--- config.mk ---
export PLATFORM = sky130hd
export DESIGN_NAME = run_pattern_gen
export DESIGN_NICKNAME = d
export VERILOG_FILES = /design/src/rtl/run_pattern_gen_pkg.sv /design/src/rtl/run_counter.sv /design/src/rtl/run_pattern_gen.sv
export SDC_FILE = /design/constraint.sdc
export NUM_CORES = 1
export LEC_CHECK = 0
export BUFFER_PORTS_ARGS = -buffer_cell sky130_fd_sc_hd__buf_2
export CAP_MARGIN = 20
export CORE_AREA = 3 3 40 42
export CTS_CLUSTER_DIAMETER = 50
export DETAILED_ROUTE_END_ITERATION = 10
export DIE_AREA = 0 0 43 45
export MAX_ROUTING_LAYER = met4
export PLACE_DENSITY = 0.66
export SYNTH_ARGS = -nofsm -noshare
export SYNTH_HDL_FRONTEND = slang
export SYNTH_SLANG_ARGS = --single-unit
--- constraint.sdc ---
create_clock -name CLK -period 1.54 [get_ports CLK]
set_input_delay 0.077 -clock CLK [delete_from_list [all_inputs] [get_ports CLK]]
set_output_delay 0.077 -clock CLK [all_outputs]
set_load 0.05 [all_outputs]
--- src/rtl/run_pattern_gen_pkg.sv ---
// Shared state encodings and default width for the run-pattern transmitter.
// The optional back-to-back repeat mode is enabled with the REPEAT_EN macro.
package run_pattern_gen_pkg;

  localparam int W_DEFAULT = 4;

  typedef enum logic [1:0] {
    ST_IDLE = 2'd0,
    ST_LEAD = 2'd1,
    ST_RUN  = 2'd2,
    ST_TAIL = 2'd3
  } state_t;

endpackage

--- src/rtl/run_counter.sv ---
// W-bit run counter with synchronous clear, enable and a terminal compare
// against the latched run length.
module run_counter #(
  parameter int W = 4
) (
  input  logic         CLK,
  input  logic         srst,
  input  logic         clear,
  input  logic         en,
  input  logic [W-1:0] len_q,
  output logic [W-1:0] cnt,
  output logic         term
);

  logic [W-1:0] cnt_reg;

  always_ff @(posedge CLK) begin
    if (srst || clear) begin
      cnt_reg <= '0;
    end else if (en) begin
      cnt_reg <= cnt_reg + 1'b1;
    end
  end

  assign cnt  = cnt_reg;
  assign term = (cnt_reg == len_q);

endmodule

--- src/rtl/run_pattern_gen.sv ---
// Serial burst transmitter: one lead-in 0, LEN+1 ones, one trailing 0 with DONE.
// Define REPEAT_EN to let a held start chain bursts directly from TAIL into LEAD.
module run_pattern_gen
  import run_pattern_gen_pkg::*;
#(
  parameter int W = W_DEFAULT
) (
  input  logic         CLK,
  input  logic         CLEAR,
  input  logic         S,
  input  logic         ABORT,
  input  logic [W-1:0] LEN,
  output logic         X,
  output logic         BUSY,
  output logic         DONE,
  output logic [W-1:0] cnt_out
);

  state_t       state_reg, state_next;
  logic [W-1:0] len_reg, len_next;
  logic         cnt_clr;
  logic         cnt_en;
  logic         cnt_term;
  logic [W-1:0] cnt_val;

  always_ff @(posedge CLK) begin
    if (CLEAR) begin
      state_reg <= ST_IDLE;
      len_reg   <= '0;
    end else begin
      state_reg <= state_next;
      len_reg   <= len_next;
    end
  end

  always_comb begin
    state_next = state_reg;
    len_next   = len_reg;
    cnt_clr    = 1'b0;
    cnt_en     = 1'b0;
    case (state_reg)
      ST_IDLE: begin
        // ABORT outranks a simultaneous start request.
        if (S && !ABORT) begin
          state_next = ST_LEAD;
          len_next   = LEN;
          cnt_clr    = 1'b1;
        end
      end
      ST_LEAD: begin
        state_next = ABORT ? ST_IDLE : ST_RUN;
      end
      ST_RUN: begin
        if (ABORT) begin
          state_next = ST_IDLE;
          cnt_clr    = 1'b1;
        end else if (cnt_term) begin
          state_next = ST_TAIL;
        end else begin
          cnt_en = 1'b1;
        end
      end
      ST_TAIL: begin
        state_next = ST_IDLE;
        cnt_clr    = 1'b1;
`ifdef REPEAT_EN
        if (S && !ABORT) begin
          state_next = ST_LEAD;
          len_next   = LEN;
        end
`endif
      end
      default: begin
        state_next = ST_IDLE;
        cnt_clr    = 1'b1;
      end
    endcase
  end

  run_counter #(.W(W)) u_run_counter (
    .CLK   (CLK),
    .srst  (CLEAR),
    .clear (cnt_clr),
    .en    (cnt_en),
    .len_q (len_reg),
    .cnt   (cnt_val),
    .term  (cnt_term)
  );

  // Moore decode: outputs depend only on registered state and count.
  assign X       = (state_reg == ST_RUN);
  assign BUSY    = (state_reg != ST_IDLE);
  assign DONE    = (state_reg == ST_TAIL);
  assign cnt_out = cnt_val;

endmodule

==> impl_results.md, run 1 <==
* Run status: finished, final reports clean
* Fill cells at 126
* Total Wirelength at 935 µm
* Worst vdd ir at ~0.47 mV
* Area of the core region at 1285 µm²
* Antenna Violating Nets Remaining at 0
* Number of hold-slack violations in the final timing report at 0
* Pleak at roughly 0.00031 µW
* Launch instance of the worst register-to-register path: state_reg[0]
* Clk pin slew, worst setup/hold paths at around 0.070 ns
* Synth unique cells at 23
* Fraction of layout cells with a size suffix above 1 at about two fifths
* Total CTS buffers at 3
* Area growth syn-to-layout at 30.02%
* Yosys warns at 0
* Compound-Gate Fraction of Synth Area at 10.67%
* Register bit total from synthesis at 10
* Standard-cell row count at 13
* Start point of the worst min-delay path: LEN[3]
* Net total in the final layout at 82
* Simple logic cell fraction of the synthesized area at a little over a quarter
* Area of the multi-input gates at 291.5 µm²
* Cell with the largest stage delay on the worst path: sky130_fd_sc_hd__dfxtp_1
* End point of the worst hold path: len_reg[3]
* Die Area at 1935 µm²
* Post-CTS setup buffer count at 0
* Worst hold path type: input port to register
* Series of cell instances along the critical path: nor3b_4 > o41ai_2 > buf_4 > or3_1 > a21oi_1
* Starting Density at 39.24%
* Clock tree from TritonCTS: done
* Hold path cells at 3
* Post-synthesis share of cell area spent on xor and xnor gates at 10.42%
* DPL Wire Length at 734.5 µm
* Fraction of the cycle the final worst path needs at between 90% and 100%
* Resized cells post-CTS at 0
* Post-synthesis mux area share at 7.940%
* Routability congestion estimate at between 0.7 and 0.8
* Headroom to the max-slew limit at between 70% and 80%
* Worst Path Class, Setup: register to register
* Cell area after synthesis at 504.2 µm²
* Clk buf depth at 2
* Largest net degree at the start of global routing at 9
* DR WL/cell at around 11 µm
* Setup repair after global routing missed its margin: false
* Number of nets produced by synthesis at 61
* Fraction of the core area covered by cells at the end of the flow at 51.02%
* Cell count after synthesis at 52
* Source-to-sink clock delay at the later pin of the worst-skew pair at 0.26 ns
* Root buffer selected by CTS: sky130_fd_sc_hd__clkbuf_4
* Average footprint of a synthesized cell at 9.697 µm²
* Final critical path time including I/O delays and setup at 1.439 ns
* Worst flop-to-flop path endpoint: u_run_counter.cnt[3]
* Combined flip-flop and latch cell area at 205.2 µm²
* Number of antenna violations at the first check in global routing at 0
* Via count of the first global-routing pass at 361
* Iteration-0 DRC Markers at 4
* Maximum clock rate at 695.2 MHz
* CP top delay family: simple AND/OR/NAND/NOR gates
* Pwr per Cell Area at just under 900 nW/µm²
* Worst Path Buf+Inv at 1
* Final setup fails at 0
* Total vias in the final route at approximately 420
* Worst Setup End Kind: register
* Clock Sink Count at 10
* Crit Path Max Fanout at 7
* Largest stage delay, worst path at ~0.40 ns
* Share of synthesized area occupied by flip-flops and latches at around two fifths
* Arrival @ worst endpoint at 1.63 ns
* Worst-margin pin slew at 0.3241 ns
* First-pass iteration count of the detailed router at 2
* Horiz. Die Dim at 43 µm
* Reg2reg setup slack at 0.10 ns
* Number of maximum-capacitance violations at 0
* Launching element type of the critical path: register
* Post-Route Skew at 0.001136 ns
* Port buffer count at 14
* Data required, critical path at approximately 1.7 ns
* Number of antenna cells inserted at 0
* Global-route wire length before repair at 1483 µm
* Combinational family with the most area after synthesis: simple AND/OR/NAND/NOR gates
* Total Neg Setup Slack at 0 ns
* Grt ovf at 0
* Number of cells traversed by the worst register-to-register path at 5
* Via density at 4.816
* All-Layer GR Usage at 11.18%
* Die H at 45 µm
* Top-level port count at 15
* Synthesized-area fraction occupied by adder cells at between 2 and 2.5%
* Post-route DRC at 0
* Final slew viol count at 0
* Number of levels the H-tree was split into at 1
* Number of buffers inserted for hold repair after clock tree synthesis at 0
## worst reg2reg max path, delay by kind of cell, from the launching register on
family / cells / cell delay (ns)
AOI/OAI and AO/OA: 2 / 0.23
buffers and inverters: 1 / 0.16
and+or+nand+nor: 2 / 0.58
DFF: 1 / 0.40
## metrics by stage
stage                     power (µW)  hold WS [ns]  setup slack (ns)  area [µm²]  std cells
final                          574.9       0.05547            0.1015       655.6         87
after global routing           610.7       0.07380          0.002876       655.6         87
after CTS                      587.3       0.04721           0.08509       655.6         87
after detailed placement       351.0        0.3213           0.09811       619.3         83
after global placement         349.6        0.3118            0.1344       619.3         83
after floorplan                325.8        0.1544           0.02571       509.2         52
## synthesized netlist by cell type (all sizes together)
master / count / share of area (%)
o21ai: 3 / 3.0
nor3b: 1 / 3.7
and2: 1 / 1.2
xnor2: 1 / 1.7
or2: 1 / 1.2
nor2b: 1 / 1.2
o21a: 1 / 1.5
dfxtp: 10 / 40
xor2: 5 / 8.7
nor4: 1 / 1.2
clkbuf: 2 / 1.7
mux2i: 4 / 7.9
nor4b: 1 / 4.7
nor3: 2 / 2.0
nand2: 1 / 0.74
or3: 3 / 3.7
o41ai: 1 / 3.2
nand3: 2 / 2.0
ha: 1 / 2.5
inv: 1 / 0.74
a21oi: 3 / 3.0
nor2: 6 / 4.5
## final cells by class
class	instances	share of cell area, %
Inverter	1	0.5725
Timing Repair Buffer	18	15.27
Sequential cell	10	31.30
Clock buffer	4	5.534
Tap cell	15	2.863
Multi-Input combinational cell	39	44.47
## where the power goes
group	switching (µW)	internal (µW)	leakage (µW)
logic	38.0	32.6	0.000209
clock network	87.2	143	0.0000210
registers	7.78	266	0.0000833
total	133	442	0.000313
## layer usage
layer | part of all wire, % | GRT usage [%]
met5 | 0 | -
met3 | 4.5 | 5.976
met4 | 1.7 | 5.422
met2 | 46 | 16.47
met1 | 48 | 12.38
## cell families after synthesis
group,after synthesis
buf+inv,3
fa+ha+maj,1
mux,4
xor+xnor,6
compound gates,8
simple gates,20
flops,10
## cells in the final DEF, fill, tap and decap left out
master / n
sky130_fd_sc_hd__o21a_1: 1
sky130_fd_sc_hd__or3_1: 3
sky130_fd_sc_hd__mux2i_1: 4
sky130_fd_sc_hd__nor2_1: 6
sky130_fd_sc_hd__or2_2: 1
sky130_fd_sc_hd__nor3_1: 2
sky130_fd_sc_hd__nor2b_1: 1
sky130_fd_sc_hd__dfxtp_1: 6
sky130_fd_sc_hd__and2_1: 1
sky130_fd_sc_hd__xnor2_1: 1
sky130_fd_sc_hd__nand2_1: 1
sky130_fd_sc_hd__ha_1: 1
sky130_fd_sc_hd__nor4_1: 1
sky130_fd_sc_hd__a21oi_1: 3
sky130_fd_sc_hd__inv_1: 1
sky130_fd_sc_hd__xor2_1: 5
sky130_fd_sc_hd__buf_2: 14
sky130_fd_sc_hd__dfxtp_2: 4
sky130_fd_sc_hd__o21ai_0: 3
sky130_fd_sc_hd__clkbuf_4: 3
sky130_fd_sc_hd__o41ai_2: 1
sky130_fd_sc_hd__nor4b_4: 1
sky130_fd_sc_hd__nor3b_4: 1
sky130_fd_sc_hd__nand3_1: 2
sky130_fd_sc_hd__clkbuf_8: 1
sky130_fd_sc_hd__buf_4: 4
## worst max-delay path by stage
stage               depth (start not counted)                 start  slack (ns)                   end
detailed placement                          5          state_reg[0]         0.1  u_run_counter.cnt[3]
CTS                                         5          state_reg[0]        0.09  u_run_counter.cnt[3]
global route                                5          state_reg[0]       0.003  u_run_counter.cnt[3]
global placement                            5          state_reg[0]        0.13  u_run_counter.cnt[3]
floorplan                                   4  u_run_counter.cnt[3]        0.03  u_run_counter.cnt[3]
finish                                      5          state_reg[0]        0.10  u_run_counter.cnt[3]
Power figures use the tool's default switching activity.
==> run 2, diff against run 1 <==
- clock period: 1.54 -> 1.71 ns (I/O delays scaled with it)
==> impl_results.md, run 2 (synthesis results as in run 1) <==
* Worst Path Class, Setup: register to register
* Iteration-0 DRC Markers at 6 (+2)
* Die Area at 1935 µm² (unchanged)
* Run status: finished, final reports clean
* Worst vdd ir at 0.4478 mV (-4.2%)
* Standard-cell row count at 13 (unchanged)
* Post-CTS setup buffer count at 0 (unchanged)
* First-pass iteration count of the detailed router at 4 (+2)
* Number of maximum-capacitance violations at 0 (unchanged)
* Grt ovf at 0 (unchanged)
* Fill cells at 130 (+3.2%)
* Post-route DRC at 0 (unchanged)
* All-Layer GR Usage at 11.87% (+0.69 points)
* DR WL/cell at 10.96 µm (+2.0%)
* Final critical path time including I/O delays and setup at 1.479 ns (+0.04051 ns)
* Most common cell after layout, fill and taps aside: sky130_fd_sc_hd__buf_2
* Total CTS buffers at 3 (unchanged)
* Clock Sink Count at 10 (unchanged)
* Fraction of the cycle the final worst path needs at 86.49% (-6.9 points)
* Number of hold-slack violations in the final timing report at 0 (unchanged)
* Pwr per Cell Area at 818.8 nW/µm² (-6.6%)
* Worst hold path type: input port to register
* Most frequent cells in the layout: sky130_fd_sc_hd__buf_2 (14), sky130_fd_sc_hd__dfxtp_1 (8), sky130_fd_sc_hd__nor2_1 (6)
* Total vias in the final route at 423 (+0.95%)
* Starting Density at 39.24% (unchanged)
* Area of the core region at 1285 µm² (unchanged)
* Global-route wire length before repair at 1566 µm (+5.6%)
* Worst Setup End Kind: register
* Arrival @ worst endpoint at 1.69 ns (+0.06 ns)
* Top-level port count at 15 (unchanged)
* Launching element type of the critical path: register
* DPL Wire Length at 717.8 µm (-2.3%)
* Fraction of layout cells with a size suffix above 1 at 36.23% (-5.4 points)
* Crit Path Max Fanout at 7 (unchanged)
* Largest net degree at the start of global routing at 9 (unchanged)
* Horiz. Die Dim at 43 µm (unchanged)
* Number of antenna cells inserted at 0 (unchanged)
* Number of levels the H-tree was split into at 1 (unchanged)
* Worst-margin pin slew at 0.5530 ns (+0.2290 ns)
* Headroom to the max-slew limit at 62.73% (-16 points)
* Number of antenna violations at the first check in global routing at 0 (unchanged)
* Final slew viol count at 0 (unchanged)
* Port buffer count at 14 (unchanged)
* Total Neg Setup Slack at 0 ns (unchanged)
* Source-to-sink clock delay at the later pin of the worst-skew pair at 0.27 ns (about the same)
* Antenna Violating Nets Remaining at 0 (unchanged)
* Total Wirelength at 921 µm (-1.5%)
* Area growth syn-to-layout at 25.06%
* Final setup fails at 0 (unchanged)
* Resized cells post-CTS at 0 (unchanged)
* Via count of the first global-routing pass at 396 (+9.7%)
* Clock tree from TritonCTS: done
* Post-Route Skew at 0.006713 ns (+0.005577 ns)
* Number of buffers inserted for hold repair after clock tree synthesis at 0 (unchanged)
* Via density at 5.036 (+4.6%)
* Setup repair after global routing missed its margin: false
* Clk buf depth at 2 (unchanged)
* Tightest hold margin at 0.04960 ns (-0.005867 ns)
* Data required, critical path at 1.92 ns (+0.19 ns)
* Root buffer selected by CTS: sky130_fd_sc_hd__clkbuf_4
* Net total in the final layout at 79 (-3.7%)
* Die H at 45 µm (unchanged)
* Pleak at 0.0002971 µW (-5.0%)
* Routability congestion estimate at 0.7864 (+12%)
* Clk pin slew, worst setup/hold paths at 0.07 ns (about the same)
* Maximum clock rate at 676.1 MHz (-2.7%)
## run 2: power by group
part / internal, µW / switching [µW] / total, µW
clock network: 129 / 81.4 / 211
logic: 26.7 / 31.5 / 58.2
registers: 240 / 7.72 / 247
total: 396 / 121 / 516
## run 2: routing by layer
layer,vias to the layer above,wire length [µm],track usage (%)
met5,-,0,-
met4,0,33,12.65
met3,5,69,3.586
met2,19,371,14.97
met1,180,447,14.08
li1,219,-,-
## run 2: final cells by class
cell class / count / area (µm²) / share of cell area (%)
Tap cell: 15 / 18.77 / 2.976
Inverter: 1 / 3.754 / 0.5952
Sequential cell: 10 / 202.7 / 32.14
Clock buffer: 4 / 36.28 / 5.754
Timing Repair Buffer: 15 / 77.57 / 12.30
Multi-Input combinational cell: 39 / 291.5 / 46.23
## run 2: worst paths after layout
path,startpoint,to,slack [ns],depth (start not counted)
worst max register to register,u_run_counter.cnt[0],u_run_counter.cnt[3],0.23,4
worst max-delay path,u_run_counter.cnt[0],u_run_counter.cnt[3],0.23,4
worst min-delay path,LEN[0],len_reg[0],0.05,3
worst min register to register,len_reg[3],len_reg[3],0.52,2
## run 2: critical path: stages, from the launching register on
cell and delay [ns]:
sky130_fd_sc_hd__dfxtp_2 0.35, sky130_fd_sc_hd__xor2_1 0.16, sky130_fd_sc_hd__o41ai_2 0.59, sky130_fd_sc_hd__o21ai_0 0.18, sky130_fd_sc_hd__a21oi_1 0.13
## run 2: metrics by stage
| step | instances | total power [µW] | area (µm²) | utilization [%] | setup WS (ns) |
|---|---|---|---|---|---|
| 2_1_floorplan | 52 | 293.5 | 506.7 | - | 0.03015 |
| 3_5_place_dp | 80 | 311.9 | 594.3 | 46.25 | 0.2489 |
| 6_report | 84 | 516.3 | 630.6 | 49.08 | 0.2310 |
| 5_1_grt | 84 | 542.4 | 630.6 | 49.08 | 0.1070 |
| 3_3_place_gp | 80 | 311.6 | 594.3 | 46.25 | 0.2477 |
| 4_1_cts | 84 | 523.3 | 630.6 | 49.08 | 0.2440 |
